==> config.mk <==
export PLATFORM = sky130hd
export DESIGN_NAME = showcase_pipe_flat
export DESIGN_NICKNAME = d
export VERILOG_FILES = /design/src/rtl/showcase_pipe_if.sv /design/src/rtl/showcase_pipe.sv /design/src/flat_wrapper.sv
export SDC_FILE = /design/constraint.sdc
export NUM_CORES = 1
export LEC_CHECK = 0
export ABC_AREA = 1
export CORE_MARGIN = 2
export CORE_UTILIZATION = 45
export CTS_BUF_LIST = sky130_fd_sc_hd__clkbuf_16
export DETAILED_ROUTE_END_ITERATION = 10
export PLACE_DENSITY = 0.7
export SYNTH_ARGS = -nofsm -noshare
export SYNTH_HDL_FRONTEND = slang
export SYNTH_SLANG_ARGS = --single-unit
==> constraint.sdc <==
create_clock -name clk -period 4.45 [get_ports clk]
set_input_delay 0.89 -clock clk [delete_from_list [all_inputs] [get_ports clk]]
set_output_delay 0.89 -clock clk [all_outputs]
set_load 0.1 [all_outputs]
==> src/rtl/showcase_pipe_if.sv <==
// showcase_pipe_if: valid/ready operand and result bundle for showcase_pipe
interface showcase_pipe_if #(
  parameter int DATA_WIDTH = 32,
  parameter int OUT_WIDTH  = 8
);
  logic [DATA_WIDTH-1:0] a;
  logic [DATA_WIDTH-1:0] b;
  logic                  in_vld;
  logic                  in_rd;
  logic [DATA_WIDTH-1:0] out_c;
  logic [5:0]            out_cmp;
  logic [OUT_WIDTH-1:0]  out_sc;
  logic                  out_vld;
  logic                  out_rd;
  modport master (output a, b, in_vld, out_rd, input in_rd, out_c, out_cmp, out_sc, out_vld);
  modport slave  (input a, b, in_vld, out_rd, output in_rd, out_c, out_cmp, out_sc, out_vld);
endinterface

==> src/rtl/showcase_pipe.sv <==
// showcase_pipe: two-stage handshaked arithmetic pipe, delayed ROM read, sticky flag and saturating counter
module showcase_pipe #(
  parameter int DATA_WIDTH = 32,
  parameter int OUT_WIDTH  = 8,
  parameter int CMP_CONST  = 4,
  parameter int DELAY      = 2,
  parameter int ROM_DEPTH  = 4,
  parameter int CNT_WIDTH  = 8,
  localparam int ADDR_W    = $clog2(ROM_DEPTH)
) (
  input  logic                 clk,
  input  logic                 rst,
  showcase_pipe_if.slave       bus,
  input  logic [ADDR_W-1:0]    addr,
  output logic [OUT_WIDTH-1:0] rom_q,
  input  logic                 e,
  input  logic                 clr,
  output logic                 flag,
  output logic [CNT_WIDTH-1:0] cnt
);
  localparam logic        [DATA_WIDTH-1:0] KU = DATA_WIDTH'(CMP_CONST);
  localparam logic signed [DATA_WIDTH-1:0] KS = DATA_WIDTH'(CMP_CONST);
  logic                  s2_load, s1_load, in_fire, out_load;
  logic                  s1_vld_q, s1_vld_d, out_vld_q, out_vld_d;
  logic [DATA_WIDTH-1:0] s1_c_q, s1_c_d, out_c_q, out_c_d;
  logic [5:0]            s1_cmp_q, s1_cmp_d, out_cmp_q, out_cmp_d;
  logic [OUT_WIDTH-1:0]  s1_sc_q, s1_sc_d, out_sc_q, out_sc_d;
  logic [ADDR_W-1:0]     dl_q [DELAY];
  logic [ADDR_W-1:0]     dl_d [DELAY];
  logic [OUT_WIDTH-1:0]  rom [ROM_DEPTH];
  logic [OUT_WIDTH-1:0]  rom_q_q, rom_q_d;
  logic                  flag_q, flag_d;
  logic [CNT_WIDTH-1:0]  cnt_q, cnt_d;
  always_comb
    for (int k = 0; k < ROM_DEPTH; k++) rom[k] = OUT_WIDTH'(k);
  always_comb begin
    s2_load   = !out_vld_q | bus.out_rd;
    s1_load   = !s1_vld_q | s2_load;
    in_fire   = bus.in_vld & s1_load & !rst;
    s1_vld_d  = s1_load ? in_fire : s1_vld_q;
    s1_c_d    = in_fire ? bus.a + bus.b : s1_c_q;
    s1_cmp_d  = in_fire ? {$signed(bus.b) == KS, $signed(bus.b) != KS, $signed(bus.b) >= KS,
                           $signed(bus.b) <= KS, bus.a > KU, bus.a < KU} : s1_cmp_q;
    s1_sc_d   = in_fire ? OUT_WIDTH'(bus.a == 1 ? 3'd0 : bus.a == 2 ? 3'd1 : bus.a == 3 ? 3'd3 : 3'd4)
                        : s1_sc_q;
    out_load  = s2_load & s1_vld_q;
    out_vld_d = s2_load ? s1_vld_q : out_vld_q;
    out_c_d   = out_load ? s1_c_q : out_c_q;
    out_cmp_d = out_load ? s1_cmp_q : out_cmp_q;
    out_sc_d  = out_load ? s1_sc_q : out_sc_q;
    dl_d[0]   = addr;
    for (int i = 1; i < DELAY; i++) dl_d[i] = dl_q[i-1];
    rom_q_d   = rom[dl_q[DELAY-1]];
    flag_d    = clr ? 1'b0 : flag_q | e;
    cnt_d     = clr ? '0 : (in_fire && cnt_q != '1) ? cnt_q + 1'b1 : cnt_q;
  end
  always_ff @(posedge clk)
    if (rst) begin
      s1_vld_q  <= 1'b0;
      s1_c_q    <= '0;
      s1_cmp_q  <= '0;
      s1_sc_q   <= '0;
      out_vld_q <= 1'b0;
      out_c_q   <= '0;
      out_cmp_q <= '0;
      out_sc_q  <= '0;
      dl_q      <= '{default: '0};
      rom_q_q   <= '0;
      flag_q    <= 1'b0;
      cnt_q     <= '0;
    end else begin
      s1_vld_q  <= s1_vld_d;
      s1_c_q    <= s1_c_d;
      s1_cmp_q  <= s1_cmp_d;
      s1_sc_q   <= s1_sc_d;
      out_vld_q <= out_vld_d;
      out_c_q   <= out_c_d;
      out_cmp_q <= out_cmp_d;
      out_sc_q  <= out_sc_d;
      dl_q      <= dl_d;
      rom_q_q   <= rom_q_d;
      flag_q    <= flag_d;
      cnt_q     <= cnt_d;
    end
  assign bus.in_rd   = s1_load & !rst;
  assign bus.out_vld = out_vld_q;
  assign bus.out_c   = out_c_q;
  assign bus.out_cmp = out_cmp_q;
  assign bus.out_sc  = out_sc_q;
  assign rom_q       = rom_q_q;
  assign flag        = flag_q;
  assign cnt         = cnt_q;
endmodule

==> src/flat_wrapper.sv <==
// flat-port wrapper written by rule: the top's interface ports become plain ports
module showcase_pipe_flat 
#(
  parameter int DATA_WIDTH = 32,
  parameter int OUT_WIDTH  = 8,
  parameter int CMP_CONST  = 4,
  parameter int DELAY      = 2,
  parameter int ROM_DEPTH  = 4,
  parameter int CNT_WIDTH  = 8,
  localparam int ADDR_W    = $clog2(ROM_DEPTH)
)
  (clk, rst, addr, rom_q, e, clr, flag, cnt, bus_a, bus_b, bus_in_vld, bus_out_rd, bus_in_rd, bus_out_c, bus_out_cmp, bus_out_sc, bus_out_vld);
  showcase_pipe_if #(.DATA_WIDTH(DATA_WIDTH), .OUT_WIDTH(OUT_WIDTH)) bus_i ();
  input  logic clk;
  input  logic rst;
  input  logic [ADDR_W-1:0] addr;
  output logic [OUT_WIDTH-1:0] rom_q;
  input  logic e;
  input  logic clr;
  output logic flag;
  output logic [CNT_WIDTH-1:0] cnt;
  input wire logic [$bits(bus_i.a)-1:0] bus_a;
  input wire logic [$bits(bus_i.b)-1:0] bus_b;
  input wire logic [$bits(bus_i.in_vld)-1:0] bus_in_vld;
  input wire logic [$bits(bus_i.out_rd)-1:0] bus_out_rd;
  output wire logic [$bits(bus_i.in_rd)-1:0] bus_in_rd;
  output wire logic [$bits(bus_i.out_c)-1:0] bus_out_c;
  output wire logic [$bits(bus_i.out_cmp)-1:0] bus_out_cmp;
  output wire logic [$bits(bus_i.out_sc)-1:0] bus_out_sc;
  output wire logic [$bits(bus_i.out_vld)-1:0] bus_out_vld;
  assign bus_i.a = bus_a;
  assign bus_i.b = bus_b;
  assign bus_i.in_vld = bus_in_vld;
  assign bus_i.out_rd = bus_out_rd;
  assign bus_in_rd = bus_i.in_rd;
  assign bus_out_c = bus_i.out_c;
  assign bus_out_cmp = bus_i.out_cmp;
  assign bus_out_sc = bus_i.out_sc;
  assign bus_out_vld = bus_i.out_vld;
  showcase_pipe #(.DATA_WIDTH(DATA_WIDTH), .OUT_WIDTH(OUT_WIDTH), .CMP_CONST(CMP_CONST), .DELAY(DELAY), .ROM_DEPTH(ROM_DEPTH), .CNT_WIDTH(CNT_WIDTH)) u_core (.clk(clk), .rst(rst), .bus(bus_i), .addr(addr), .rom_q(rom_q), .e(e), .clr(clr), .flag(flag), .cnt(cnt));
endmodule
### Word level (Yosys, flattened, before mapping)

Index checks and enable logic that the tools add are counted.

| storage, ports and cells | value |
|---|---|
| flip-flop bits (word level) | 115 |
| input port bits | 72 |
| output and inout port bits | 65 |
| logic and storage cells | 45 |

| cells by class | value |
|---|---|
| add/sub/neg operators | 2 |
| order comparisons | 5 |
| equality and inequality tests | 6 |
| multiplexer cells | 6 |
| bitwise gates (word level) | 8 |
| reductions and logical operators | 5 |

Operators by type and width:

| cell | count |
|---|---|
| 32-bit by 2-bit == test with 1-bit output (second input constant) | 2 |
| 32-bit adder | 1 |
| 32-bit by 1-bit == test with 1-bit output (second input constant) | 1 |
| 32-bit by 4-bit == test with 1-bit output (second input constant) | 1 |
| 32-bit by 4-bit >= comparator with 1-bit output (second input constant) | 1 |
| 32-bit by 3-bit > comparator with 1-bit output (second input constant) | 1 |
| 32-bit by 4-bit <= comparator with 1-bit output (second input constant) | 1 |
| 32-bit by 3-bit < comparator with 1-bit output (second input constant) | 1 |
| 8-bit two-way mux | 4 |
| 32-bit by 4-bit != test with 1-bit output (second input constant) | 1 |
| 8-bit binary-select mux with 2-bit select | 1 |
| 8-bit by 1-bit adder with 8-bit output (second input constant) | 1 |
| 8-bit != test (second input constant) | 1 |
| 1-bit bitwise AND | 4 |
| 3-bit >= comparator (second input constant) | 1 |
| 1-bit logical NOT | 3 |
| 3-bit two-way mux | 1 |
| 2-bit inverter with 3-bit output | 1 |
| 1-bit bitwise OR | 3 |
| 2-bit OR reduction | 1 |
| 1-bit logical AND | 1 |

### Depth between registers and ports, before layout

Gate-level depths: netlist (run 1).

| logic depth | value |
|---|---|
| depth in word-level cells | 6 |
| gate-level depth with buffers | 13 |
| mapped depth without buffers | 13 |

### Least setup slack after synthesis (run 1)

No wires, ideal clock.

| timing path | value |
|---|---|
| path type | input to register |
| from | in bus_b[0] |
| to | reg u_core.s1_c_q[16] |
| library setup time | 0.112 ns |
| data arrival time | 2.237 ns |
| required time | 4.338 ns |
| slack | 2.100 ns |
| stages on the path | 11 |
| path buffers | 0 |
| path through | ha_1 fa_1 nand3_1 nand3_1 nand2_1 nand3_2 nand3_1 nand2_1 xor2_1 nand2_1 nand2_1 |

| between the ends | value |
|---|---|
| longest elaborated chain between the ends | 1 |

Ends and longest elaborated chain:

| element | RTL line | RTL |
|---|---|---|
| from (decl) | flat_wrapper.sv:23 | `input wire logic [$bits(bus_i.b)-1:0] bus_b;` |
| 32-bit adder | showcase_pipe.sv:41 | `s1_c_d = in_fire ? bus.a + bus.b : s1_c_q;` |
| to (signal assigned) | showcase_pipe.sv:60 | `s1_c_q <= '0;` |
| to (signal assigned) | showcase_pipe.sv:73 | `s1_c_q <= s1_c_d;` |
| to (decl) | showcase_pipe.sv:25 | `logic [DATA_WIDTH-1:0] s1_c_q, s1_c_d, out_c_q, out_c_d;` |

Every way passes these cells.
A chain may end at the register's enable or synchronous reset.

### Worst setup path after layout (run 1)

| timing path | value |
|---|---|
| from | in rst |
| to | out bus_in_rd |

| between the ends | value |
|---|---|
| longest elaborated chain between the ends | 2 |

Ends and longest elaborated chain:

| element | RTL line | RTL |
|---|---|---|
| from (decl) | flat_wrapper.sv:15 | `input logic rst;` |
| 1-bit logical NOT | showcase_pipe.sv:85 | `assign bus.in_rd = s1_load & !rst;` |
| 1-bit bitwise AND | showcase_pipe.sv:85 |  |
| to (decl) | flat_wrapper.sv:26 | `output wire logic [$bits(bus_i.in_rd)-1:0] bus_in_rd;` |

Every way passes these cells.

==> results of run 1 <==
-- registers in the layout, summed over array words and instances (netlist names) --
name	cells
u_core.flag	1
u_core.rom_q	2
u_core.cnt	8
u_core.bus.out_cmp	6
u_core.bus.out_c	32
u_core.bus.out_vld	1
u_core.s1_sc_q	3
u_core.dl_d	2
u_core.dl_q	2
u_core.bus.out_sc	3
u_core.s1_c_q	32
u_core.s1_vld_q	1
u_core.s1_cmp_q	6
-- placed cells by master (no fill, tap or decap), types with 9 or more instances in the layout --
cell,netlist,layout
ha_1,32,32
nand2_1,288,288
xnor2_1,12,12
o21ai_0,55,55
dfxtp_1,99,99
a21oi_1,47,47
inv_1,151,151
clkbuf_16,0,9
nand3_1,58,58
clkdlybuf4s50_1,0,124
o21ai_1,12,12
nor2_1,145,145
conb_1,1,11
nand2_2,15,15
-- logic make-up after synthesis --
family | count (synthesis) | share of synthesized area [%]
and+or+nand+nor | 546 | 36.7
xor gates and xnor gates | 14 | 1.95
AOI/OAI and AO/OA | 123 | 10.2
buffers and inverters | 197 | 12.8
other | 1 | 0.0597
adders and majority gates | 33 | 6.70
DFF | 99 | 31.6
-- how the worst max path moves through the flow --
stage | to | cells after the start
after floorplan | u_core.s1_c_q[16] | 11
after global placement | u_core.s1_c_q[28] | 13
after detailed placement | u_core.s1_cmp_q[2] | 9
after CTS | bus_in_rd | 6
after global routing | u_core.s1_c_q[28] | 13
final | bus_in_rd | 6
-- worst min-delay path: stages, from the launching register on --
cell,delay (ps)
dfxtp_1,300
inv_1,40
nor2_1,30
-- final cells by class --
type                    instances  area share (%)
well taps                     180            2.83
flip-flops and latches         99            24.9
clock inverters                 7           0.976
inverters                     161            7.64
multi-input cells             727            44.4
repair buffers                130            16.3
clock buffers                   9            2.83
-- per-layer routing --
layer | track usage [%] | share of wire, % | wire [µm]
met3 | 2.53 | 4.5 | 710
met5 | 0 | 0 | 0
met1 | 30.2 | 49 | 7710
met4 | 9.20 | 3.1 | 491
met2 | 36.3 | 44 | 6950
-- power by group through the flow --
stage | combinational (mW) | clock [mW] | sequential [mW]
2_1_floorplan | 0.412 | 0 | 1.14
3_3_place_gp | 0.770 | 0 | 0.998
3_5_place_dp | 0.772 | 0 | 0.999
4_1_cts | 0.775 | 0.797 | 0.979
5_1_grt | 0.857 | 0.829 | 0.984
6_report | 0.774 | 0.776 | 0.979
==> impl_metrics.yaml, run 1 <==
clocking:
  post_cts_buffers: 0
  cts_resized: 0
  cts_buffer_depth: 2
  ctsRootBufferMaster: "clkbuf_16"
  h-tree-depth: 3
  insertion_delay_ps: 340
  cts.sinks: 99
  clk_pin_slew_worst_paths_ps: 70
  cts_made_buffers: 9
  cts_tree: "yes"
  holdBufCountCts: 0
critical_path:
  critPathRequiredTime_ps: 3560
  critPathMaxFanout: 22
  path_delay_family: "buffers and inverters"
  crit_path_frequent_cell: "inv_2"
  r2r_setup_slack_ps: 2500
  cp.arrival_ps: 1980
  path_class: "in2out"
  end_kind: "primary output"
  r2r_end: "u_core.bus.out_sc[2]"
  cpMaxStageDelayCell: "clkdlybuf4s50_1"
  path_cells: "clkdlybuf4s50_1, buf_4, inv_2, nand2_1, inv_2, buf_12"
  reg2reg_depth: 7
  worstSetupStartpointType: "input pin"
  crit_path_max_incr_delay_ps: 460
  path_buf_inv: 5
  r2r-start: "u_core.bus.out_vld"
  crit_start: "rst"
route:
  drc_errors: 0
  via_per_inst: 4.78
  drtIter0Drc: 364
  firstDrtPassIters: 5
  routed_wl_um: 15900
  wl_per_cell_um: 12.1
  num_vias: 6272
  ant_nets: 0
hold_path:
  hold_path.class: "reg2reg"
  hold_depth: 2
  worstHoldEndpoint: "u_core.dl_q[0]"
  worstHoldStart: "u_core.dl_d[0]"
placed_design:
  portBuffers: 125
  place_ws_ps: 1310
  gp_congestion: 0.902
  dp_hpwl_um: 12800
  place_area_um2: 7640
  placed_cells: 1297
power_and_ir_drop:
  power.internal_mw: 1.64
  p_sw_share_pct: 35.4
  seq_power_share_pct: 38.7
  power_mw: 2.53
  p_sw_uw: 895
  vdd.ir_drop.worst_uv: 228
  power_leakage_nw: 3.88
  power_per_cell_area_nw_per_um2: 318
  combinationalPowerShare_pct: 30.6
  clkPwrFrac_pct: 30.7
synth:
  syn_area_per_cell_um2: 6.20
  netlist_instances: 1013
  synth_commonest_cells: "nand2_1, inv_1, nor2_1"
  synthDistinctLibCells: 39
  synth_top_cell_by_area: "dfxtp_1"
  ys.flop_type: "dfxtp_1"
  ys_seq_area_share_pct: 31.6
  async_flop_share_pct: 0
  synth_top_area_share_pct: 31.6
  yosys_warnings: 0
  ys_ff_latch: 99
  synth.area.top_cells: "dfxtp_1, nand2_1, inv_1, nor2_1, ha_1"
  syn_area_um2: 6280
  synth-edff-count: 0
  yosysMostFrequentCell: "nand2_1"
layout:
  multiInputGateArea_um2: 3530
  final_cells: 1313
  drive_above_1_share_pct: 5.91
  finalInstanceArea_um2: 7950
  fillers: 1414
  seqCellArea_um2: 1980
  n_antenna_cell: 0
  area_delta_synth_final_pct: 26.6
  final_nets: 1233
  final_util_pct: 57.7
die:
  die_w_um: 122
  start_util_pct: 45.6
  die_h_um: 122
  design.die.area_um2: 14900
  rows: 43
  core_um2: 13800
  io_pins: 137
timing:
  period_minus_slack_ps: 2870
  layout_setup_ws_ps: 1580
  drv_slew: 0
  rsz0062_at_grt: "false"
  setup_viol: 0
  final.setup.tns_ps: 0
  slew_headroom_pct: 33.9
  tightest_slew_ps: 989
  hold_slack_ps: 400
  hold_viol_final: 0
  period_share_pct: 64.5
  skew_ps: 7.96
  clock.fmax_mhz: 349
global_routing:
  grt_usage_pct: 22.4
  grt_pass1_wl_um: 26600
  grt-ovfl-total: 0
  grt_start_max_net_pins: 71
  grt_antenna_before_repair: 0
  grt_pass1_vias: 5729
status:
  status: "completed"
flow_run:
  maxCapViolCount: 0
(Power assumes the default switching activity.)
==> run 2, diff against run 1 <==
- clock period: 4.45 -> 2.89 ns (I/O delays scaled with it)
==> run 2 against run 1 <==
  * Non-clock buffer count increased by 4
  * Largest power group unchanged
  * Worst setup slack got worse by 1100 ps
  * Sequential share of layout area increased by 0.36 points
  * Core utilization decreased by 0.83 points
  * Wire length increased by 1.7%
  * Highest routed layer unchanged
  * Count of clock-buffer cells in the layout unchanged
==> impl_metrics.yaml, run 2 (synthesis gave the netlist of run 1 again) <==
timing:
  drv_slew: 0
  rsz0062_at_grt: "false"
  skew_ps: 5.91
  final.setup.tns_ps: 0
  clock.fmax_mhz: 409
  tightest_slew_ps: 599
  layout_setup_ws_ps: 443
  slew_headroom_pct: 60.1
  hold_viol_final: 0
  period_share_pct: 84.7
  setup_viol: 0
  period_minus_slack_ps: 2450
global_routing:
  grt_usage_pct: 22.6
  grt_start_max_net_pins: 71
  grt-ovfl-total: 0
  grt_pass1_wl_um: 27000
  grt_pass1_vias: 5769
  grt_antenna_before_repair: 0
critical_path:
  reg2reg_depth: 7
  end_kind: "flop"
  critPathRequiredTime_ps: 3100
  r2r_end: "u_core.s1_cmp_q[4]"
  cp.arrival_ps: 2660
  worstSetupStartpointType: "input pin"
  r2r-start: "u_core.bus.out_vld"
  r2r_setup_slack_ps: 1270
  critPathMaxFanout: 4
  path_class: "in2reg"
power_and_ir_drop:
  vdd.ir_drop.worst_uv: 340
  clkPwrFrac_pct: 30.4
  p_sw_share_pct: 35.3
  p_sw_mw: 1.36
  combinationalPowerShare_pct: 30.6
  power_mw: 3.87
  power.internal_mw: 2.50
  power_leakage_nw: 4.00
  seq_power_share_pct: 39.0
  power_per_cell_area_nw_per_um2: 493
hold_path:
  hold_depth: 2
  hold_path.class: "reg2reg"
  worstHoldEndpoint: "u_core.dl_q[1]"
  worstHoldStart: "u_core.dl_d[1]"
layout:
  final_cell_mix: "nand2_1, inv_1, nor2_1"
  fillers: 1403
  final_common_cell: "nand2_1"
  n_antenna_cell: 0
  final_nets: 1237
  drive_above_1_share_pct: 10.8
  area_delta_synth_final_pct: 24.8
clocking:
  h-tree-depth: 3
  cts_tree: "yes"
  holdBufCountCts: 0
  post_cts_buffers: 0
  cts_buffer_depth: 2
  cts.sinks: 99
  insertion_delay_ps: 340
  cts_resized: 0
  clk_pin_slew_worst_paths_ps: 70
  ctsRootBufferMaster: "clkbuf_16"
  cts_made_buffers: 9
route:
  routed_wl_um: 16100
  drc_errors: 0
  num_vias: 6243
  wl_per_cell_um: 12.2
  via_per_inst: 4.74
  ant_nets: 0
  drtIter0Drc: 481
  firstDrtPassIters: 4
die:
  rows: 43
  design.die.area_um2: 14900
  io_pins: 137
  start_util_pct: 45.6
  die_w_um: 122
  core_um2: 13800
  die_h_um: 122
placed_design:
  dp_hpwl_um: 13000
  portBuffers: 125
  place_ws_ps: 166
  gp_congestion: 0.908
status:
  status: "completed"
flow_run:
  maxCapViolCount: 0
[run 2: how the worst max path moves through the flow]
| stage | from | endpoint | slack, ps | cells after the start |
|---|---|---|---|---|
| 2_1_floorplan | u_core.bus.out_vld | u_core.s1_c_q[17] | 670 | 9 |
| 3_3_place_gp | bus_b[0] | u_core.s1_c_q[8] | 150 | 9 |
| 3_5_place_dp | bus_b[0] | u_core.s1_c_q[8] | 170 | 9 |
| 4_1_cts | bus_b[0] | u_core.s1_c_q[8] | 520 | 9 |
| 5_1_grt | bus_a[0] | u_core.s1_c_q[24] | 340 | 13 |
| 6_report | bus_a[0] | u_core.s1_c_q[8] | 440 | 9 |
[run 2: area by class of cell]
cell class                      instances  area, µm²  share of cell area (%)
Timing Repair Buffer                  134       1200                    15.3
Sequential cell                        99       1980                    25.3
Clock inverter                          7       66.3                   0.847
Tap cell                              180        225                    2.88
Multi-Input combinational cell        727       3530                    45.1
Inverter                              161        607                    7.75
Clock buffer                            9        225                    2.88
[run 2: critical path, cell delays in order]
cell and delay (ps):
clkdlybuf4s50_1 450, ha_1 260, fa_1 450, nand3_1 110, nand3_1 130, nand2_1 110
nand3_2 100, o21ai_0 380, nand2_1 80
[run 2: through the flow]
stage | cell area, µm² | util [%] | instances | hold WS [ps]
finish | 7830 | 56.9 | 1317 | 404
global placement | 7540 | 54.8 | 1301 | 389
CTS | 7830 | 56.9 | 1317 | 406
global route | 7830 | 56.9 | 1317 | 422
floorplan | 6320 | - | 1023 | 388
detailed placement | 7540 | 54.8 | 1301 | 396
[run 2: power by group through the flow]
stage	combinational [mW]	clock, mW	sequential (mW)
floorplan	0.635	0	1.76
global placement	1.18	0	1.53
detailed placement	1.18	0	1.54
CTS	1.19	1.19	1.51
global route	1.31	1.25	1.52
finish	1.18	1.17	1.51
[run 2: routing by layer]
metal / vias up / global-route usage (%) / share of wire [%] / routed length, µm
li1: 3359 / - / - / -
met1: 2724 / 31.1 / 49 / 7850
met2: 145 / 38.0 / 46 / 7360
met3: 15 / 2.01 / 4.3 / 689
met4: 0 / 6.32 / 1.4 / 221
met5: - / 0 / 0 / 0
